### src/rtl/wr_channel_arbiter_pkg.sv
// Shared types for the memory write-channel arbiter and its helpers.
package wr_channel_arbiter_pkg;

    localparam int unsigned WR_TAG_W = 8;

    typedef enum logic {
        ARB   = 1'b0,
        BURST = 1'b1
    } wr_arb_state_t;

endpackage

### src/rtl/wr_channel_arbiter_if.sv
// Memory write channel: line address, source tag, data and a valid/ready handshake.
interface wr_channel_arbiter_if
    import wr_channel_arbiter_pkg::*;
#(
    parameter int unsigned DATA_W = 512,
    parameter int unsigned ADDR_W = 58
) ();

    logic [ADDR_W-1:0]   um_tx_wr_addr;
    logic [WR_TAG_W-1:0] um_tx_wr_tag;
    logic                um_tx_wr_valid;
    logic [DATA_W-1:0]   um_tx_data;
    logic                um_tx_wr_ready;

    modport master (
        output um_tx_wr_addr,
        output um_tx_wr_tag,
        output um_tx_wr_valid,
        output um_tx_data,
        input  um_tx_wr_ready
    );

    modport slave (
        input  um_tx_wr_addr,
        input  um_tx_wr_tag,
        input  um_tx_wr_valid,
        input  um_tx_data,
        output um_tx_wr_ready
    );

endinterface

### src/rtl/wr_channel_arbiter_rr_pick.sv
// Combinational round-robin pick: first requester at or after ptr, searching cyclically.
module wr_channel_arbiter_rr_pick #(
    parameter int unsigned NUM_SRC = 2,
    localparam int unsigned IDX_W  = $clog2(NUM_SRC)
) (
    input  logic [NUM_SRC-1:0] req,
    input  logic [IDX_W-1:0]   ptr,
    output logic [NUM_SRC-1:0] grant_oh,
    output logic [IDX_W-1:0]   grant_idx,
    output logic               any
);

    localparam int unsigned SW = IDX_W + 1;

    logic [SW-1:0] cand;

    always_comb begin
        grant_oh  = '0;
        grant_idx = '0;
        any       = 1'b0;
        cand      = '0;
        for (int unsigned k = 0; k < NUM_SRC; k++) begin
            cand = {1'b0, ptr} + SW'(k);
            if (cand >= SW'(NUM_SRC)) begin
                cand = cand - SW'(NUM_SRC);
            end
            if (!any && req[cand]) begin
                any            = 1'b1;
                grant_idx      = cand[IDX_W-1:0];
                grant_oh[cand] = 1'b1;
            end
        end
    end

endmodule

### src/rtl/wr_channel_arbiter.sv
// Packet-granular round-robin sharing of the memory write channel between NUM_SRC
// sources, with per-source address generation and a registered output slice.
module wr_channel_arbiter
    import wr_channel_arbiter_pkg::*;
#(
    parameter int unsigned NUM_SRC = 2,
    parameter int unsigned DATA_W  = 512,
    parameter int unsigned ADDR_W  = 58,
    parameter int unsigned OFFS_W  = 32
) (
    input  logic                        clk,
    input  logic                        rst,
    input  logic [NUM_SRC-1:0]          src_valid,
    input  logic [NUM_SRC*DATA_W-1:0]   src_data,
    input  logic [NUM_SRC-1:0]          src_last,
    output logic [NUM_SRC-1:0]          src_ready,
    input  logic [NUM_SRC*ADDR_W-1:0]   src_base_addr,
    input  logic [NUM_SRC-1:0]          src_clear,
    wr_channel_arbiter_if.master        um_tx,
    output logic [$clog2(NUM_SRC)-1:0]  grant_idx,
    output logic [31:0]                 beat_cnt
);

    localparam int unsigned IDX_W = $clog2(NUM_SRC);
    localparam logic [IDX_W-1:0] LAST_IDX = IDX_W'(NUM_SRC - 1);

    wr_arb_state_t       state_q;
    logic [IDX_W-1:0]    grant_q;
    logic [NUM_SRC-1:0]  grant_oh_q;
    logic [IDX_W-1:0]    rr_q;
    logic [OFFS_W-1:0]   offs_q [NUM_SRC];
    logic                valid_q;
    logic [ADDR_W-1:0]   addr_q;
    logic [WR_TAG_W-1:0] tag_q;
    logic [DATA_W-1:0]   data_q;
    logic [31:0]         beat_cnt_q;

    logic [DATA_W-1:0]   data_a [NUM_SRC];
    logic [ADDR_W-1:0]   base_a [NUM_SRC];

    logic [NUM_SRC-1:0]  pick_oh;
    logic [IDX_W-1:0]    pick_idx;
    logic                pick_any;
    logic                slot_free;
    logic                accept;

    for (genvar gi = 0; gi < NUM_SRC; gi++) begin : g_unpack
        assign data_a[gi] = src_data[gi*DATA_W +: DATA_W];
        assign base_a[gi] = src_base_addr[gi*ADDR_W +: ADDR_W];
    end

    wr_channel_arbiter_rr_pick #(
        .NUM_SRC(NUM_SRC)
    ) u_pick (
        .req      (src_valid),
        .ptr      (rr_q),
        .grant_oh (pick_oh),
        .grant_idx(pick_idx),
        .any      (pick_any)
    );

    // The output slice can take a new beat whenever it is empty or draining this cycle.
    assign slot_free = ~valid_q | um_tx.um_tx_wr_ready;
    assign accept    = (state_q == BURST) & src_valid[grant_q] & slot_free;

    always_comb begin
        src_ready = '0;
        if (state_q == BURST && slot_free) begin
            src_ready = grant_oh_q;
        end
    end

    always_ff @(posedge clk) begin
        if (rst) begin
            state_q    <= ARB;
            grant_q    <= '0;
            grant_oh_q <= '0;
            rr_q       <= '0;
            valid_q    <= 1'b0;
            addr_q     <= '0;
            tag_q      <= '0;
            data_q     <= '0;
            beat_cnt_q <= '0;
            for (int unsigned i = 0; i < NUM_SRC; i++) begin
                offs_q[i] <= '0;
            end
        end else begin
            case (state_q)
                ARB: begin
                    if (pick_any) begin
                        grant_q    <= pick_idx;
                        grant_oh_q <= pick_oh;
                        state_q    <= BURST;
                    end
                end
                BURST: begin
                    if (accept && src_last[grant_q]) begin
                        rr_q    <= (grant_q == LAST_IDX) ? '0 : grant_q + 1'b1;
                        state_q <= ARB;
                    end
                end
                default: state_q <= ARB;
            endcase

            if (slot_free) begin
                valid_q <= accept;
                data_q  <= data_a[grant_q];
                tag_q   <= WR_TAG_W'(grant_q);
                addr_q  <= base_a[grant_q] + ADDR_W'(offs_q[grant_q]);
            end

            // A clear coinciding with an accepted beat wins; the beat already used the old offset.
            for (int unsigned i = 0; i < NUM_SRC; i++) begin
                if (src_clear[i]) begin
                    offs_q[i] <= '0;
                end else if (accept && grant_q == IDX_W'(i)) begin
                    offs_q[i] <= offs_q[i] + 1'b1;
                end
            end

            if (valid_q && um_tx.um_tx_wr_ready) begin
                beat_cnt_q <= beat_cnt_q + 1'b1;
            end
        end
    end

    assign um_tx.um_tx_wr_valid = valid_q;
    assign um_tx.um_tx_wr_addr  = addr_q;
    assign um_tx.um_tx_wr_tag   = tag_q;
    assign um_tx.um_tx_data     = data_q;
    assign grant_idx            = grant_q;
    assign beat_cnt             = beat_cnt_q;

endmodule

### src/flat_wrapper.sv
// flat-port wrapper written by rule: the top's interface ports become plain ports
module wr_channel_arbiter_flat import wr_channel_arbiter_pkg::*;
#(
    parameter int unsigned NUM_SRC = 2,
    parameter int unsigned DATA_W  = 512,
    parameter int unsigned ADDR_W  = 58,
    parameter int unsigned OFFS_W  = 32
)
  (clk, rst, src_valid, src_data, src_last, src_ready, src_base_addr, src_clear, grant_idx, beat_cnt, um_tx_um_tx_wr_addr, um_tx_um_tx_wr_tag, um_tx_um_tx_wr_valid, um_tx_um_tx_data, um_tx_um_tx_wr_ready);
  wr_channel_arbiter_if #(.DATA_W(DATA_W), .ADDR_W(ADDR_W)) um_tx_i ();
  input  logic clk;
  input  logic rst;
  input  logic [NUM_SRC-1:0] src_valid;
  input  logic [NUM_SRC*DATA_W-1:0] src_data;
  input  logic [NUM_SRC-1:0] src_last;
  output logic [NUM_SRC-1:0] src_ready;
  input  logic [NUM_SRC*ADDR_W-1:0] src_base_addr;
  input  logic [NUM_SRC-1:0] src_clear;
  output logic [$clog2(NUM_SRC)-1:0] grant_idx;
  output logic [31:0] beat_cnt;
  output wire logic [$bits(um_tx_i.um_tx_wr_addr)-1:0] um_tx_um_tx_wr_addr;
  output wire logic [$bits(um_tx_i.um_tx_wr_tag)-1:0] um_tx_um_tx_wr_tag;
  output wire logic [$bits(um_tx_i.um_tx_wr_valid)-1:0] um_tx_um_tx_wr_valid;
  output wire logic [$bits(um_tx_i.um_tx_data)-1:0] um_tx_um_tx_data;
  input wire logic [$bits(um_tx_i.um_tx_wr_ready)-1:0] um_tx_um_tx_wr_ready;
  assign um_tx_um_tx_wr_addr = um_tx_i.um_tx_wr_addr;
  assign um_tx_um_tx_wr_tag = um_tx_i.um_tx_wr_tag;
  assign um_tx_um_tx_wr_valid = um_tx_i.um_tx_wr_valid;
  assign um_tx_um_tx_data = um_tx_i.um_tx_data;
  assign um_tx_i.um_tx_wr_ready = um_tx_um_tx_wr_ready;
  wr_channel_arbiter #(.NUM_SRC(NUM_SRC), .DATA_W(DATA_W), .ADDR_W(ADDR_W), .OFFS_W(OFFS_W)) u_core (.clk(clk), .rst(rst), .src_valid(src_valid), .src_data(src_data), .src_last(src_last), .src_ready(src_ready), .src_base_addr(src_base_addr), .src_clear(src_clear), .um_tx(um_tx_i), .grant_idx(grant_idx), .beat_cnt(beat_cnt));
endmodule
### config.mk
export PLATFORM = sky130hd
export DESIGN_NAME = wr_channel_arbiter_flat
export DESIGN_NICKNAME = d
export VERILOG_FILES = /design/src/rtl/wr_channel_arbiter_pkg.sv /design/src/rtl/wr_channel_arbiter_if.sv /design/src/rtl/wr_channel_arbiter_rr_pick.sv /design/src/rtl/wr_channel_arbiter.sv /design/src/flat_wrapper.sv
export SDC_FILE = /design/constraint.sdc
export NUM_CORES = 1
export LEC_CHECK = 0
export ABC_AREA = 1
export CORE_AREA = 2 2 679 681
export DETAILED_ROUTE_END_ITERATION = 10
export DIE_AREA = 0 0 681 683
export SYNTH_ARGS = -nofsm -noshare
export SYNTH_HDL_FRONTEND = slang
export SYNTH_HIERARCHICAL = 1
export SYNTH_SLANG_ARGS = --single-unit
export TNS_END_PERCENT = 1
### constraint.sdc
create_clock -name clk -period 6.5 [get_ports clk]
set_clock_uncertainty 0.2 [all_clocks]
set_input_delay 1.3 -clock clk [delete_from_list [all_inputs] [get_ports clk]]
set_output_delay 1.3 -clock clk [all_outputs]
set_load 0.01 [all_outputs]
==> Yosys cells after proc, flatten, opt, wreduce, memory -nomap -nowiden <==
Memories as Yosys holds them, arrays and structs flattened. A register that Yosys moved wholly into a read port is not among the register bits.
Cells that the tools add are included.
{ "totals": {"word_cells": 102, "memories": 1, "input_bits": 1149, "regBits": 609, "ramBits": 64, "output_inout_bits": 614} }
{ "op_classes": {"n_bitwise": 12, "n_mux": 53, "reduce_logical": 11, "order_cmp": 8, "add_sub_neg": 8} }
{ "memory_table": {"columns": ["memory", "depth", "word_bits", "read_ports", "rd_ports_with_merged_regs", "write_ports", "line", "text"], "rows": [
  ["u_core.offs_q", 2, 32, 3, 1, 2, "wr_channel_arbiter.sv:31", "logic [OFFS_W-1:0] offs_q [NUM_SRC];"]
]} }
{ "op_table": {"columns": ["op", "n"], "rows": [
  ["2-to-1 mux 512 bit", 3],
  ["2-to-1 mux 58 bit", 3],
  ["2-to-1 mux 32 bit", 4],
  ["adder 32 x 1 -> 32 bit (second input constant)", 3],
  ["adder 58 x 32 -> 58 bit", 1],
  ["2-to-1 mux 1 bit", 35],
  ["2-to-1 mux 2 bit", 5],
  ["logical AND 1 bit", 8],
  ["bitwise OR 1 bit", 5],
  [">= comparator 2 x 1 -> 1 bit (second input constant)", 2],
  [">= comparator 2 bit (second input constant)", 2],
  ["< comparator 2 bit (second input constant)", 2],
  ["AND reduction 2 bit", 2],
  ["inverter 1 bit", 3],
  ["adder 1 x 1 -> 2 bit (second input constant)", 1],
  ["bitwise AND 1 bit", 2],
  ["demux 1 bit (select 1 bit)", 2],
  [">= comparator 1 x 2 -> 1 bit (second input constant)", 1],
  ["< comparator 1 x 2 -> 1 bit (second input constant)", 1],
  ["inverter 1 -> 2 bit", 1],
  ["bitwise OR 2 bit", 1],
  ["case mux 1 bit (2 select lines)", 1],
  ["subtractor 1 x 2 -> 2 bit (second input constant)", 1],
  ["subtractor 2 bit (second input constant)", 1],
  ["2 further kinds", 2]
]} }

==> Depth between registers and ports, before layout <==
{ "depth": {"depth_word": 11, "ltp_mapped": 22, "mapped_depth_nobuf": 19} }

==> Hierarchy <==
The synthesis kept the hierarchy.
{ "modules_own_cells": {"columns": ["module", "n_inst", "cells_each", "area_each_um2", "seq_area_each_um2"], "rows": [
  ["wr_channel_arbiter", 1, 5030, 34037.6, 14133.6],
  ["wr_channel_arbiter_rr_pick", 1, 14, 55.1, 0.0]
]} }

==> Worst setup path before layout <==
Ideal clock, no wire load.
{ "synth_path": {"kind": "input-to-reg", "start": "in um_tx_um_tx_wr_ready", "end": "mem u_core.offs_q[0][0], enable pin", "t_arrival_ps": 3029, "setup_time_ps": 561, "path_stages": 7, "slack_ps": 2711, "required_ps": 5739, "path_buffers": 1, "cell_sequence": "nor2_1 -> nor2_1 -> inv_1 -> nor2_1 -> nand3_1 -> clkbuf_1 -> nand3_1"} }
{ "synth_rtl": {"columns": ["item", "line", "text"], "rows": [
  ["from (decl)", "flat_wrapper.sv:25", "input wire logic [$bits(um_tx_i.um_tx_wr_ready)-1:0] um_tx_um_tx_wr_ready;"],
  ["to (decl)", "wr_channel_arbiter.sv:31", null]
]} }

==> Worst setup path after layout <==
{ "layout_path": {"start": "in um_tx_um_tx_wr_ready", "end": "out src_ready[0]"} }
{ "layout_via": {"elab_chain_cells": 3} }
{ "layout_lines": {"columns": ["item", "line", "text"], "rows": [
  ["bitwise OR 1 bit", "wr_channel_arbiter.sv:63", "assign slot_free = ~valid_q | um_tx.um_tx_wr_ready;"],
  ["logical AND 1 bit", "wr_channel_arbiter.sv:68", "if (state_q == BURST && slot_free) begin"],
  ["2-to-1 mux 2 bit", "wr_channel_arbiter.sv:68", null],
  ["to (decl)", "flat_wrapper.sv:16", "output logic [NUM_SRC-1:0] src_ready;"]
]} }
No other way between the ends.

==> results.cfg <==
[run]
maxCapViolCount = 0

[floorplanning]
fp.dieH_um = 683
rows = 249
dieWidth_um = 681
fp.coreArea_sq_um = 458000
die_area_sq_um = 465000
start_util = 0.0744
num_io_pins = 1763

[timing]
layout_setup_ws_ps = 1910
fin_crit_sh = 0.706
rsz0062_at_grt = false
final_hold_viol_count = 0
finalMaxSlewViolations = 0
slew_headroom = 0.215
tightest_slew_ps = 1170
hold_slack_ps = 287
setup_viol = 0
setup_tns_ps = 0
fmax_mhz = 218
post-route-min-period_ps = 4590

[critical_path]
worstPathCellList = clkdlybuf4s50_1 > nor2_2 > buf_4 > nor2_1 > inv_1 > nor2_1 > clkdlybuf4s50_1
path_max_fanout = 26
startpoint = um_tx_um_tx_wr_ready
cp.depth = 7
cp.arrival_ps = 3090
start_kind = input pin
critPathMaxStageDelay_ps = 570
end_kind = output pin
critPathBufInv = 4
worstReg2RegStart = u_core/grant_idx
r2r_slack_ps = 2260
slowest_stage = clkdlybuf4s50_1
cpLargestDelayFamily = buffers and inverters
reg2reg_depth = 16
reg2reg_to = u_core/um_tx.um_tx_wr_addr[40]
crit_required_ps = 5000
path_class = in -> out
crit_path_end = src_ready[0]

[synthesis]
ys_seq_elements = 674
synth_common_cells = nand2_1 (1728), o21ai_0 (642), dfxtp_1 (610)
postSynthAreaPerCell_sq_um = 6.76
yosys.area.top_type = dfxtp_1
ys_types = 38
ys.flop_type = dfxtp_1
synth_area_sq_um = 34100
yosysMostFrequentCell = nand2_1
async_reset_ff_frac = 0
yosysWarningCount = 6
syn-instance-count = 5044
synth_edf_count = 64
ys_seq_area_frac = 0.415
yosysTopAreaCellShare = 0.358
synth_area_leaders = dfxtp_1 (36%), nand2_1 (19%), a31oi_1 (9.5%)

[final_layout]
drive_gt1_frac = 0.0408
utilization = 0.135
ff_latch_area_sq_um = 14100
fill_cells = 52934
areaGrowthSynthToFinish_pct = 81.9
final_nets = 7798
multi_input_area_sq_um = 17100

[routing]
drt_iter0_drc = 4611
drt_wl_total_um = 386000
drc = 0
vias = 44176
routedWlPerCell_um = 29.8
vias_per_cell = 3.42
detail-route-antenna-nets = 0
dr.pass1.iters = 6

[placed_design]
port_buffers = 1755
globalplace.congestion = 1.18
dp_hpwl_um = 334000
preCtsSetupSlack_ps = 1920

[grt]
overflow = 0
grtUsageTotal = 0.157
grt_pass1_vias = 40460
grt_pass1_wl_um = 468000
grt_max_degree = 174
antenna_found_initial = 244

[clocking]
clkLatencyLatePin_ps = 850
cts_hold_buf = 0
cts_root_buf = clkbuf_16
post_cts_buffers = 0
cts.clk_slew.worst_paths_ps = 60
htreeDepth = 3
clock_sinks = 674
cts_tree = done
clockBufferDepth = 4
post_cts_resize_count = 0
cts_buffers = 99

[power]
p_total_w = 0.0152
power_leakage_nw = 23.1
p_per_area_nw_per_um2 = 245
ir_drop_uv = 191

[run_status]
status = complete, no violations

[hold_path]
hp-class = reg -> reg
[cell type report]
type,instances,area share
antenna,87,0.00351
clock buffer,145,0.0462
clock inverter,33,0.00579
inverter,398,0.0245
multi-input combinational,3637,0.276
sequential,674,0.228
tap,6149,0.124
timing repair buffer,1803,0.292
[state kept, by name, indices dropped and copies added, names as in the netlist, named ones only]
| name | flops |
|---|---|
| u_core/um_tx.um_tx_data | 512 |
| u_core/offs_q | 64 |
| u_core/um_tx.um_tx_wr_addr | 58 |
| u_core/beat_cnt | 32 |
| u_core/grant_oh_q | 2 |
| u_core/grant_idx | 1 |
| u_core/rr_q | 1 |
| u_core/state_q | 1 |
| u_core/um_tx.um_tx_wr_tag | 1 |
| u_core/um_tx.um_tx_wr_valid | 1 |
[cells by family (layout without fill, tap and decap cells)]
family                     count (synthesis)  count (layout)  synth area share
AOI/OAI and AO/OA                       1299            1299             0.213
xor gates and xnor gates                  39              39            0.0100
adders and majority gates                 36              36            0.0134
buffers and inverters                    739            2379            0.0843
DFF                                      674             674             0.415
muxes                                      2               2          0.000661
other                                      1              94          0.000110
and+or+nand+nor                         2254            2254             0.263
[tightest hold or removal path, cell delays in order (launching register included)]
cell and delay [ps]:
dfxtp_1 300, inv_1 80, a21oi_1 60
[per-layer routing]
layer,vias to the layer above,GRT usage,part of all wire
li1,20047,-,-
met3,660,0.0708,0.12
met5,-,0.00454,0.0021
met1,20851,0.172,0.36
met4,76,0.0644,0.048
met2,2542,0.264,0.47
[worst min-delay path by stage]
stage	start	to	cells after the start
6_report	u_core/grant_oh_q[1]	u_core/grant_oh_q[1]	2
5_1_grt	u_core/grant_oh_q[1]	u_core/grant_oh_q[1]	2
4_1_cts	u_core/grant_oh_q[1]	u_core/grant_oh_q[1]	2
3_5_place_dp	u_core/grant_oh_q[1]	u_core/grant_oh_q[1]	2
3_3_place_gp	u_core/beat_cnt[9]	u_core/beat_cnt[9]	1
2_1_floorplan	u_core/grant_oh_q[0]	u_core/grant_oh_q[0]	2
[cell usage in the layout (no fill, tap or decap), types with 12 or more instances in the layout]
cell and count:
o21ai_0 639, xor2_1 36, o21bai_1 29, clkinv_2 12, clkbuf_8 19, clkdlybuf4s50_1 1745
nor2_1 244, or2_2 14, edfxtp_1 64, dfxtp_1 608, nand3_1 126, nor2_2 15
buf_4 40, a21oi_1 87, nand2_1 1728, clkbuf_16 100, diode_2 87, ha_1 35
inv_1 390, nand4_1 35, nor3_1 50, a31oi_1 517, clkbuf_1 25, buf_12 17
[per-stage QoR]
step	instances	cell area, sq um
CTS	12839	61800
global placement	12661	58600
finish	12926	62000
global route	12898	61900
detailed placement	12661	58600
floorplan	5050	34100
[where the power goes]
part / internal, W / switching (W) / total [W]
clock network: 0.00322 / 0.00245 / 0.00566
registers: 0.00463 / 0.000359 / 0.00498
logic: 0.00178 / 0.00278 / 0.00457
total: 0.00963 / 0.00559 / 0.0152
Power figures use the tool's default switching activity.
